--- src/rtl/mem_ctrl_pkg.sv ---
// -----------------------------------------------------------------------------
// mem_ctrl_pkg
// Shared definitions for the data-memory access sequencer:
//   - access size codes used by the MemRead/MemWrite decoder outputs
//   - sequencer state encoding (IDLE / REQ / DONE)
//   - default bus timeout
//   - alignment helper used when ALIGN_EXC_EN is defined
// -----------------------------------------------------------------------------
package mem_ctrl_pkg;

  // Access size encoding, identical for loads and stores.
  localparam logic [1:0] SZ_NONE = 2'b00;
  localparam logic [1:0] SZ_BYTE = 2'b01;
  localparam logic [1:0] SZ_HALF = 2'b10;
  localparam logic [1:0] SZ_WORD = 2'b11;

  // Sequencer states.
  typedef enum logic [1:0] {
    IDLE = 2'd0,
    REQ  = 2'd1,
    DONE = 2'd2
  } state_e;

  // REQ-state cycles without bus_ack before the access is aborted.
  localparam int unsigned TIMEOUT_CYCLES_DEFAULT = 255;

  // A half must sit on an even address, a word on a multiple of four.
  function automatic logic f_misaligned(input logic [1:0] size,
                                        input logic [1:0] addr_lo);
    logic r;
    r = 1'b0;
    if (size == SZ_HALF && addr_lo[0])       r = 1'b1;
    if (size == SZ_WORD && addr_lo != 2'b00) r = 1'b1;
    return r;
  endfunction

endpackage

--- src/rtl/mem_lane_align.sv ---
// -----------------------------------------------------------------------------
// mem_lane_align
// Purely combinational lane steering between the core and a 32-bit
// little-endian data bus.
//   Store side: byte enables and lane-replicated write data.
//   Load side : lane extraction and sign/zero extension of bus read data.
// Ports:
//   i_size     access size (SZ_NONE/BYTE/HALF/WORD)
//   i_is_load  1 = load (extraction active), 0 = store
//   i_addr_lo  byte offset within the word, addr[1:0]
//   i_lu       1 = zero-extend load, 0 = sign-extend
//   i_wdata    store operand
//   i_rdata    raw bus read data
//   o_be       byte enables, bit i = byte lane i
//   o_wdata    replicated store data (zero for loads)
//   o_rdata    extracted and extended load data (zero for stores)
// -----------------------------------------------------------------------------
module mem_lane_align
  import mem_ctrl_pkg::*;
(
  input  logic [1:0]  i_size,
  input  logic        i_is_load,
  input  logic [1:0]  i_addr_lo,
  input  logic        i_lu,
  input  logic [31:0] i_wdata,
  input  logic [31:0] i_rdata,
  output logic [3:0]  o_be,
  output logic [31:0] o_wdata,
  output logic [31:0] o_rdata
);

  logic [31:0] w_shift;
  logic [7:0]  w_byte;
  logic [15:0] w_half;

  // Move the addressed byte down to lane 0.
  assign w_shift = i_rdata >> {i_addr_lo, 3'b000};
  assign w_byte  = w_shift[7:0];
  // Halves are selected by addr[1] only; addr[0] is ignored here.
  assign w_half  = i_addr_lo[1] ? i_rdata[31:16] : i_rdata[15:0];

  // Byte enables apply to both loads and stores.
  always_comb begin
    o_be = 4'b0000;
    case (i_size)
      SZ_BYTE: o_be = 4'b0001 << i_addr_lo;
      SZ_HALF: o_be = i_addr_lo[1] ? 4'b1100 : 4'b0011;
      SZ_WORD: o_be = 4'b1111;
      default: o_be = 4'b0000;
    endcase
  end

  // Store data is replicated so the slave can pick any enabled lane.
  always_comb begin
    o_wdata = 32'h0;
    if (!i_is_load) begin
      case (i_size)
        SZ_BYTE: o_wdata = {4{i_wdata[7:0]}};
        SZ_HALF: o_wdata = {2{i_wdata[15:0]}};
        SZ_WORD: o_wdata = i_wdata;
        default: o_wdata = 32'h0;
      endcase
    end
  end

  always_comb begin
    o_rdata = 32'h0;
    if (i_is_load) begin
      case (i_size)
        SZ_BYTE: o_rdata = i_lu ? {24'h0, w_byte} : {{24{w_byte[7]}}, w_byte};
        SZ_HALF: o_rdata = i_lu ? {16'h0, w_half} : {{16{w_half[15]}}, w_half};
        SZ_WORD: o_rdata = i_rdata;
        default: o_rdata = 32'h0;
      endcase
    end
  end

endmodule

--- src/rtl/mem_access_ctrl.sv ---
// -----------------------------------------------------------------------------
// mem_access_ctrl
// Multi-cycle data-memory access sequencer between the MIPS EX/MEM stage and
// a req/ack data bus. One bus transaction per load/store; the pipeline is
// stalled until the access completes or times out.
//
// Optional feature (macro ALIGN_EXC_EN): misaligned half/word accesses skip
// the bus and complete next cycle with err=1. Without the macro there is no
// alignment check and err signals a bus timeout only.
//
// Handshake: bus_req is registered and stays high, with bus_we/bus_addr/
// bus_be/bus_wdata stable, until the first cycle bus_ack is sampled high
// (bus_rdata is sampled in that same cycle) or the timeout expires. An ack
// arriving in the timeout cycle wins.
//
// Ports:
//   clk, rst_n            clock, asynchronous active-low reset
//   mem_read, mem_write   load/store size codes (00 none,01 b,10 h,11 w)
//   load_unsigned         zero-extend (1) or sign-extend (0) loads
//   flush                 blocks a new access while in IDLE
//   addr, wdata           byte address and store operand
//   stall                 pipeline hold (combinational in IDLE)
//   done, err, rdata      one-cycle completion, error flag, load result
//   bus_*                 data bus request side
//   dbg_state             current sequencer state (IDLE=0, REQ=1, DONE=2)
// -----------------------------------------------------------------------------
module mem_access_ctrl
  import mem_ctrl_pkg::*;
#(
  parameter int unsigned TIMEOUT_CYCLES = TIMEOUT_CYCLES_DEFAULT
)
(
  input  logic        clk,
  input  logic        rst_n,
  input  logic [1:0]  mem_read,
  input  logic [1:0]  mem_write,
  input  logic        load_unsigned,
  input  logic        flush,
  input  logic [31:0] addr,
  input  logic [31:0] wdata,
  output logic        stall,
  output logic        done,
  output logic        err,
  output logic [31:0] rdata,
  output logic        bus_req,
  output logic        bus_we,
  output logic [31:0] bus_addr,
  output logic [3:0]  bus_be,
  output logic [31:0] bus_wdata,
  input  logic        bus_ack,
  input  logic [31:0] bus_rdata,
  output logic [1:0]  dbg_state
);

  localparam logic [1:0]  S_IDLE = IDLE;
  localparam logic [1:0]  S_REQ  = REQ;
  localparam logic [1:0]  S_DONE = DONE;
  localparam logic [15:0] L_TMO  = 16'(TIMEOUT_CYCLES);

  // Registered state.
  logic [1:0]  r_state;
  logic [15:0] r_cnt;
  logic        r_bus_req;
  logic [31:0] r_addr;
  logic [31:0] r_wdata;
  logic [1:0]  r_size;
  logic        r_we;
  logic        r_lu;
  logic [31:0] r_rdata;
  logic        r_err;

  // Combinational helpers.
  logic        w_wr_any;
  logic        w_rd_any;
  logic        w_start;
  logic [1:0]  w_size_in;
  logic        w_misalign;
  logic [15:0] w_cnt_next;
  logic [3:0]  w_be;
  logic [31:0] w_wdata;
  logic [31:0] w_ld_data;

  assign w_wr_any  = |mem_write;
  assign w_rd_any  = |mem_read;
  assign w_start   = (w_wr_any | w_rd_any) & ~flush;
  // When both codes are set the store wins and the load is dropped.
  assign w_size_in = w_wr_any ? mem_write : mem_read;

`ifdef ALIGN_EXC_EN
  assign w_misalign = f_misaligned(w_size_in, addr[1:0]);
`else
  assign w_misalign = 1'b0;
`endif

  // r_cnt holds REQ cycles already spent without ack; the current cycle is
  // the TIMEOUT_CYCLES-th when r_cnt+1 reaches the limit.
  assign w_cnt_next = r_cnt + 16'd1;

  mem_lane_align u_lane (
    .i_size    (r_size),
    .i_is_load (~r_we),
    .i_addr_lo (r_addr[1:0]),
    .i_lu      (r_lu),
    .i_wdata   (r_wdata),
    .i_rdata   (bus_rdata),
    .o_be      (w_be),
    .o_wdata   (w_wdata),
    .o_rdata   (w_ld_data)
  );

  always_ff @(posedge clk or negedge rst_n) begin
    if (!rst_n) begin
      r_state   <= S_IDLE;
      r_cnt     <= 16'd0;
      r_bus_req <= 1'b0;
      r_addr    <= 32'h0;
      r_wdata   <= 32'h0;
      r_size    <= SZ_NONE;
      r_we      <= 1'b0;
      r_lu      <= 1'b0;
      r_rdata   <= 32'h0;
      r_err     <= 1'b0;
    end else begin
      case (r_state)
        S_IDLE: begin
          if (w_start) begin
            r_addr  <= addr;
            r_wdata <= wdata;
            r_size  <= w_size_in;
            r_we    <= w_wr_any;
            r_lu    <= load_unsigned;
            r_cnt   <= 16'd0;
            r_rdata <= 32'h0;
            if (w_misalign) begin
              // Rejected without touching the bus.
              r_err   <= 1'b1;
              r_state <= S_DONE;
            end else begin
              r_err     <= 1'b0;
              r_bus_req <= 1'b1;
              r_state   <= S_REQ;
            end
          end
        end
        S_REQ: begin
          if (bus_ack) begin
            r_rdata   <= w_ld_data;
            r_err     <= 1'b0;
            r_bus_req <= 1'b0;
            r_state   <= S_DONE;
          end else if (w_cnt_next == L_TMO) begin
            r_rdata   <= 32'h0;
            r_err     <= 1'b1;
            r_bus_req <= 1'b0;
            r_state   <= S_DONE;
          end else begin
            r_cnt <= w_cnt_next;
          end
        end
        S_DONE: begin
          // The pipeline still shows the finished request this cycle, so
          // never start from here.
          r_state <= S_IDLE;
        end
        default: begin
          r_bus_req <= 1'b0;
          r_state   <= S_IDLE;
        end
      endcase
    end
  end

  // Stall combinationally in the decode cycle so the instruction is held.
  assign stall     = ((r_state == S_IDLE) & w_start) | (r_state == S_REQ);
  assign done      = (r_state == S_DONE);
  assign err       = done & r_err;
  assign rdata     = r_rdata;
  assign bus_req   = r_bus_req;
  assign bus_we    = r_we;
  assign bus_addr  = {r_addr[31:2], 2'b00};
  assign bus_be    = w_be;
  assign bus_wdata = w_wdata;
  assign dbg_state = r_state;

endmodule

--- config.mk ---
export PLATFORM = sky130hd
export DESIGN_NAME = mem_access_ctrl
export DESIGN_NICKNAME = d
export VERILOG_FILES = /design/src/rtl/mem_ctrl_pkg.sv /design/src/rtl/mem_lane_align.sv /design/src/rtl/mem_access_ctrl.sv
export SDC_FILE = /design/constraint.sdc
export NUM_CORES = 1
export LEC_CHECK = 0
export CORE_ASPECT_RATIO = 1.4
export CORE_MARGIN = 3
export CORE_UTILIZATION = 45
export CTS_CLUSTER_DIAMETER = 200
export DETAILED_ROUTE_END_ITERATION = 8
export PLACE_DENSITY = 0.83
export SLEW_MARGIN = 20
export SYNTH_ARGS = -nofsm -noshare
export SYNTH_HDL_FRONTEND = slang
export SYNTH_SLANG_ARGS = --single-unit
--- constraint.sdc ---
create_clock -name clk -period 3.1 [get_ports clk]
set_clock_uncertainty 0.1 [all_clocks]
set_input_delay 0.62 -clock clk [delete_from_list [all_inputs] [get_ports clk]]
set_output_delay 0.62 -clock clk [all_outputs]
set_load 0.01 [all_outputs]
==> results of run 1 <==
synthesized netlist by cell type (all sizes together) (5+ instances only):
| library cell | number |
|---|---|
| a222oi | 7 |
| and2 | 16 |
| nor3 | 10 |
| nand3 | 17 |
| nor2 | 21 |
| buf | 43 |
| o21ai | 20 |
| a21o | 12 |
| o2bb2ai | 25 |
| nand4 | 5 |
| clkbuf | 29 |
| mux2 | 88 |
| a21oi | 58 |
| inv | 13 |
| dfrtp | 120 |
| nand2 | 64 |
| nor4 | 5 |
worst register-to-register path, stage by stage, from the launching register on:
cell,delay (ns)
dfrtp_1,0.47
ha_1,0.33
nand4_1,0.28
nor4_2,0.30
nor3_1,0.08
a31oi_1,0.25
nor4b_4,0.10
buf_4,0.16
a21o_1,0.27
a221o_1,0.37
report_power, final:
part           total, mW  internal (mW)  switching [mW]
Combinational       3.36           1.85            1.51
Clock               1.94           1.26           0.681
Sequential          2.46           2.07           0.393
Total               7.76           5.17            2.59
stage by stage:
stage          utilization, %  instances  setup WS (ns)  power, mW
2_1_floorplan               -        605          0.524       4.32
3_3_place_gp             62.1        944          0.162       5.71
3_5_place_dp             62.1        944         0.0853       5.83
4_1_cts                  66.4        975         0.0235       7.80
5_1_grt                  66.7        978        -0.0240       8.18
6_report                 66.7        978         0.0737       7.76
cells by family (layout without fill, tap and decap cells):
family | after synthesis | count (layout) | share of synthesized area, %
other | 1 | 3 | 0.0597
muxes | 89 | 89 | 16.1
adders and majority gates | 2 | 2 | 0.398
buffers and inverters | 86 | 276 | 7.25
and+or+nand+nor | 156 | 156 | 12.4
DFF | 120 | 120 | 47.8
AOI/OAI and AO/OA | 147 | 147 | 15.6
xor gates and xnor gates | 3 | 3 | 0.418
state kept, by name, summed over array words and instances, names as in the netlist:
name,cells
r_addr,32
r_wdata,32
rdata,32
r_cnt,16
dbg_state,2
r_size,2
bus_req,1
bus_we,1
r_err,1
r_lu,1
final cells by class:
type	instances	area share, %
sequential	120	33.4
multi-input combinational	399	31.7
timing repair buffer	231	25.3
clock buffer	23	5.42
tap	182	2.53
clock inverter	8	1.06
inverter	14	0.583
antenna	1	0.0278
how the worst max path moves through the flow:
stage                 startpoint       end
floorplan               r_cnt[1]  r_cnt[3]
global placement    mem_write[0]     stall
detailed placement      r_cnt[1]  r_cnt[3]
CTS                 mem_write[0]     stall
global route        mem_write[0]     stall
finish              mem_write[0]     stall
timing repair:
item | CTS | global route
endpoints found under the setup margin | 0 | 26
buffers inserted | 0 | 2
resized for setup | 0 | 4
hold buffers | 0 | 0
per-layer routing:
metal | GRT usage (%) | wire length (µm) | vias to the layer above
met4 | 9.14 | 480 | 0
met1 | 26.1 | 6700 | 2643
met2 | 40.4 | 9210 | 239
met5 | 0 | 0 | -
li1 | - | - | 2515
met3 | 6.61 | 1320 | 37
placed cells by master (no fill, tap or decap), drive strengths merged, types with 10 or more instances in the layout:
master and n:
a21o 12, a21oi 58, and2 16, buf 23, clkbuf 23, clkdlybuf4s50 208
dfrtp 120, inv 13, mux2 88, nand2 64, nand3 17, nor2 21
nor3 10, o21ai 20, o2bb2ai 25
==> results.toml, run 1 <==
[placed_design]
hpwl_mm = 13.1
placed_area_um2 = 8390
routabilityCongestion = 0.877
io_buffers = 209

[critical_path]
cp_common_cell = "nor2_1"
cp-start-kind = "primary input"
cp_top_family = "buffers and inverters"
regToRegEndpoint = "r_cnt[4]"
required_ns = 2.38
cp.depth = 7
r2r_cells = 9
end_kind = "output pin"
critPathMaxFanout = 4
ff2ff_setup_slack_ns = 0.27
crit_type = "primary input to output pin"
critPathMaxStageDelay_ns = 0.50
arrival_ns = 2.31
worstPathBufferInverterCount = 3
cp_cell_sequence = "clkdlybuf4s50_1 > nor4_2 > buf_4 > nor2_1 > nor2_1 > nor2_1 > clkdlybuf4s50_1"
r2r-start = "r_cnt[1]"
crit_slowest_cell = "clkdlybuf4s50_1"

[die]
dieArea_um2 = 15400
io_pins = 212
die_w_um = 106
rows = 50
design.core.area_um2 = 13500
start_util_pct = 46.5
die_height_um = 146

[hold_path]
min_path_type = "primary input to asynchronous set/reset pin"

[global_route]
grt_pass1_wl_mm = 28.5
antenna_found_initial = 1
grt_usage_pct = 23.0
grt_overflow = 0
grt_pass1_vias = 5522
grt_max_degree = 83

[sta]
whs_ns = 0.0736
fmax_mhz = 330
min_period_over_period_pct = 97.6
finalCriticalPeriod_ns = 3.03
finalHoldViolations = 0
drv_slew = 0
setup_violations = 0
worst-slew-pin-transition_ns = 0.678
tns_ns = 0
relSlewSlack_pct = 54.8

[synthesis]
ys.flop_type = "dfrtp_1"
ys_seq_area_share_pct = 47.8
synth.distinct_cells = 55
synthCells = 604
synth_seq_cells = 120
ys_async_sr_fraction_pct = 100
synth_area_leaders = "dfrtp_1, mux2_2, a21oi_1"
synth-edff-count = 0
synthesis.area_um2 = 6280
yosysTopAreaCell = "dfrtp_1"
synth.top_cell.area_share_pct = 47.8
avgSynthCellArea_um2 = 10.4
yosysWarnings = 0

[detailed_routing]
wl_per_cell_um = 18.1
drc = 0
drt_iter0_markers = 393
drt-total-wl_mm = 17.7
ant_nets = 0
routed_via_density = 5.56
num_vias = 5434
first_pass_iters = 5

[clock_tree]
h-tree-depth = 4
cts_made_buffers = 17
clk_latency_ns = 0.41
cts_tree = "yes"
cts_root_buf = "clkbuf_16"
cts_max_path_buffers = 2
clk_pin_slew_ns = 0.06
clock-sinks = 120

[cells_and_area]
final_cell_area_um2 = 9010
area_delta_synth_final_pct = 43.4
fill_cells = 1031
fin_nets = 890
drive_above_1_share_pct = 19.5
multi_input_area_um2 = 2860
seqCellArea_um2 = 3000

[pwr]
vdd_ir_drop_max_mv = 0.459
p_leak_nw = 3.79
p_per_area_nw_per_um2 = 862

[flow_run]
cap_viol_max_count = 0

[run_status]
outcome = "complete, no violations"
Note: power is estimated with default switching activity, not from simulation.
==> run 2: changes to the inputs <==
CAP_MARGIN = 40   (was not set)
==> results.toml, run 2 (synthesized netlist as in run 1, its figures left out) <==
[global_route]
grt_pass1_vias = 5431
antenna_found_initial = 0
grt_max_degree = 83
grt_overflow = 0
grt_pass1_wl_mm = 28.4
grt_usage_pct = 22.8

[detailed_routing]
routed_via_density = 5.51
drt_iter0_markers = 410
drc = 0
drt-total-wl_mm = 17.9
num_vias = 5404
wl_per_cell_um = 18.3
ant_nets = 0
first_pass_iters = 7

[placed_design]
io_buffers = 209
dp_worst_setup_slack_ns = 0.0891
hpwl_mm = 13.2
dp.cells = 945
routabilityCongestion = 0.877

[cells_and_area]
final_common_cell = "clkdlybuf4s50_1"
final_cells = 980
diodes = 0
mostFrequentLayoutCells = "clkdlybuf4s50_1, dfrtp_1, mux2_2"
fill_cells = 1015
drive_above_1_share_pct = 20.1
area_delta_synth_final_pct = 44.4
fin_nets = 892

[pwr]
vdd_ir_drop_max_mv = 0.482
p_leak_nw = 3.81
p_per_area_nw_per_um2 = 871

[die]
dieArea_um2 = 15400
start_util_pct = 46.5
io_pins = 212
die_height_um = 146
design.core.area_um2 = 13500
rows = 50
die_w_um = 106

[sta]
setup_violations = 0
finalHoldViolations = 0
drv_slew = 0
min_period_over_period_pct = 96.7
relSlewSlack_pct = 53.9
finalWorstSetupSlack_ns = 0.102
fmax_mhz = 334
finalCriticalPeriod_ns = 3.00
tns_ns = 0
worst-slew-pin-transition_ns = 0.689

[flow_run]
cap_viol_max_count = 0

[hold_path]
min_path_type = "primary input to asynchronous set/reset pin"

[run_status]
outcome = "complete, no violations"

[critical_path]
crit_slowest_cell = "dfrtp_1"
critPathMaxStageDelay_ns = 0.61
crit_type = "flip-flop to output pin"
required_ns = 2.38
r2r_cells = 9
end_kind = "output pin"
arrival_ns = 2.28
cp-start-kind = "flip-flop"
cp_cell_sequence = "nand2_1 > o21ai_1 > clkdlybuf4s50_1"
critPathMaxFanout = 14

[clock_tree]
clk_pin_slew_ns = 0.06
cts_root_buf = "clkbuf_16"
h-tree-depth = 4
cts_max_path_buffers = 2
cts_hold_buf = 0
clock-sinks = 120
cts_tree = "yes"
clk_latency_ns = 0.40
cts_made_buffers = 17
==> run 2: worst max-delay path, delay by kind of cell (launching register included) <==
kind	cells	cell delay [ns]
and+or+nand+nor	1	0.35
DFF	1	0.61
AOI/OAI and AO/OA	1	0.31
buffers and inverters	1	0.61
==> run 2: stage by stage <==
step | hold slack [ns] | area (µm²) | power, mW | utilization, %
floorplan | 0.224 | 6280 | 4.32 | -
global placement | 0.359 | 8390 | 5.71 | 62.1
detailed placement | 0.372 | 8390 | 5.84 | 62.1
CTS | 0.106 | 9020 | 7.94 | 66.7
global route | 0.112 | 9070 | 8.30 | 67.1
finish | 0.0891 | 9070 | 7.89 | 67.1
==> run 2: layout make-up <==
type | instances | area (µm²) | share of cell area [%]
Clock buffer | 19 | 453 | 5.00
Clock inverter | 13 | 170 | 1.88
Inverter | 14 | 52.6 | 0.580
Multi-Input combinational cell | 399 | 2870 | 31.6
Sequential cell | 120 | 3000 | 33.1
Tap cell | 182 | 228 | 2.51
Timing Repair Buffer | 233 | 2290 | 25.3
==> run 2: what timing repair did <==
item / in CTS / in global routing
resized for setup: 0 / 6
setup buffers: 0 / 3
endpoints found under the setup margin: 0 / 46
==> run 2: power by group <==
| part | total [mW] | internal (mW) | switching (mW) |
|---|---|---|---|
| Combinational | 3.38 | 1.85 | 1.53 |
| Clock | 2.05 | 1.31 | 0.738 |
| Sequential | 2.46 | 2.07 | 0.398 |
| Total | 7.89 | 5.23 | 2.66 |
==> run 2: path summary, 6_finish.rpt <==
| path | startpoint | end | slack (ns) |
|---|---|---|---|
| setup / recovery | r_size[0] | bus_be[0] | 0.10 |
| hold / removal | rst_n | r_cnt[0] | 0.09 |
| setup reg to reg | r_cnt[1] | r_cnt[3] | 0.21 |
| hold reg to reg | rdata[10] | rdata[10] | 0.39 |
| max in group asynchronous | rst_n | r_addr[1] | 2.02 |
| min in group clk | rdata[10] | rdata[10] | 0.39 |
==> run 2: routing by layer <==
metal	track usage, %	up-vias	part of all wire, %
li1	-	2505	-
met1	26.3	2641	38
met2	40.8	233	53
met3	6.21	25	6.7
met4	7.19	0	2.2
met5	0	-	0
==> run 3: changes to the inputs <==
CORE_UTILIZATION = 46   (was 45)
PLACE_DENSITY = 0.85   (was 0.83)
==> results.toml, run 3 (synthesized netlist as in run 1, its figures left out) <==
[detailed_routing]
drt_iter0_markers = 448
first_pass_iters = 6
drc = 0
wl_per_cell_um = 20.1
drt-total-wl_mm = 19.5
routed_via_density = 5.73
num_vias = 5567
ant_nets = 0

[die]
die_height_um = 144
start_util_pct = 47.9
io_pins = 212
die_w_um = 105
rows = 49
design.core.area_um2 = 13100
dieArea_um2 = 15100

[cells_and_area]
multi_input_area_um2 = 2860
post-route-util_pct = 68.3
fill_cells = 998
diodes = 0
mostFrequentLayoutCells = "clkdlybuf4s50_1, dfrtp_1, mux2_2"
area_delta_synth_final_pct = 42.8
seqCellArea_um2 = 3000
fin_nets = 887
final_common_cell = "clkdlybuf4s50_1"
drive_above_1_share_pct = 19.4

[global_route]
gr-usage-met1_pct = 28.4
antenna_found_initial = 0
grt_pass1_vias = 5674
grt_overflow = 0
grt_util_met2_pct = 46.6
grt_pass1_wl_mm = 30.5
grt_max_degree = 74
grt_usage_pct = 25.5
top_usage_layer = "met2"
use_met3_pct = 6.07

[hold_path]
min_path_type = "primary input to asynchronous set/reset pin"

[sta]
fmax_mhz = 333
min_period_over_period_pct = 96.9
drv_slew = 0
tns_ns = 0
relSlewSlack_pct = 51.4
worst-slew-pin-transition_ns = 0.729
rsz0062_at_grt = "no"
finalCriticalPeriod_ns = 3.00
finalHoldViolations = 0
setup_violations = 0

[placed_design]
routabilityCongestion = 0.997
io_buffers = 209
hpwl_mm = 14.6

[run_status]
outcome = "complete, no violations"

[clock_tree]
clock-sinks = 120
cts_made_buffers = 17
h-tree-depth = 4
cts_tree = "yes"
clk_latency_ns = 0.41
cts_hold_buf = 0
cts_max_path_buffers = 2
cts_root_buf = "clkbuf_16"
clk_pin_slew_ns = 0.06

[critical_path]
regToRegEndpoint = "rdata[0]"
required_ns = 2.38
critPathCapture = "bus_be[3]"
cp-start-kind = "flip-flop"
ff2ff_setup_slack_ns = 0.27
startpoint = "r_addr[1]"
r2r_cells = 9
r2r-start = "r_cnt[0]"
crit_type = "flip-flop to output pin"
end_kind = "output pin"
critPathMaxFanout = 13
arrival_ns = 2.28

[pwr]
p_per_area_nw_per_um2 = 870
p_leak_nw = 3.75
vdd_ir_drop_max_mv = 0.528

[flow_run]
cap_viol_max_count = 0
[run 3: power breakdown]
part	internal [mW]	switching (mW)	total, mW
clock	1.15	0.743	1.90
combinational	1.84	1.57	3.41
sequential	2.07	0.431	2.50
[run 3: timing repair]
item	in CTS	in global routing
endpoints found under the setup margin	0	47
gates resized for setup	0	5
setup buffers	0	0
[run 3: worst min path at each step]
stage | start | end | slack, ns | cells after the start
2_1_floorplan | rst_n | bus_req | 0.22 | 0
3_3_place_gp | rdata[14] | rdata[14] | 0.37 | 1
3_5_place_dp | rdata[6] | rdata[6] | 0.37 | 1
4_1_cts | rst_n | rdata[14] | 0.18 | 1
5_1_grt | rst_n | r_addr[0] | 0.21 | 1
6_report | rst_n | rdata[9] | 0.16 | 1
[run 3: layer usage]
metal | wire length, µm | vias to the layer above
li1 | - | 2510
met1 | 7070 | 2716
met2 | 10200 | 297
met3 | 1510 | 44
met4 | 737 | 0
met5 | 0 | -
[run 3: worst max-delay path, cell delays in order, from the launching register on]
cell,delay [ns]
dfrtp_1,0.70
inv_1,0.21
o21ai_0,0.35
clkdlybuf4s50_1,0.62
[run 3: per-stage QoR]
stage	setup slack (ns)	hold slack, ns	power, mW	cells	cell area, µm²
2_1_floorplan	0.524	0.224	4.32	605	6280
3_3_place_gp	0.128	0.366	5.78	938	8370
3_5_place_dp	0.145	0.373	5.90	939	8370
4_1_cts	0.0484	0.179	7.83	971	8950
5_1_grt	0.0175	0.205	8.19	971	8960
6_report	0.0956	0.155	7.80	971	8960
[run 3: final cells by class]
class | count | area share, %
multi-input combinational | 399 | 31.8
clock inverter | 12 | 1.30
timing repair buffer | 228 | 25.2
clock buffer | 20 | 5.09
sequential | 120 | 33.5
inverter | 14 | 0.586
tap | 178 | 2.48
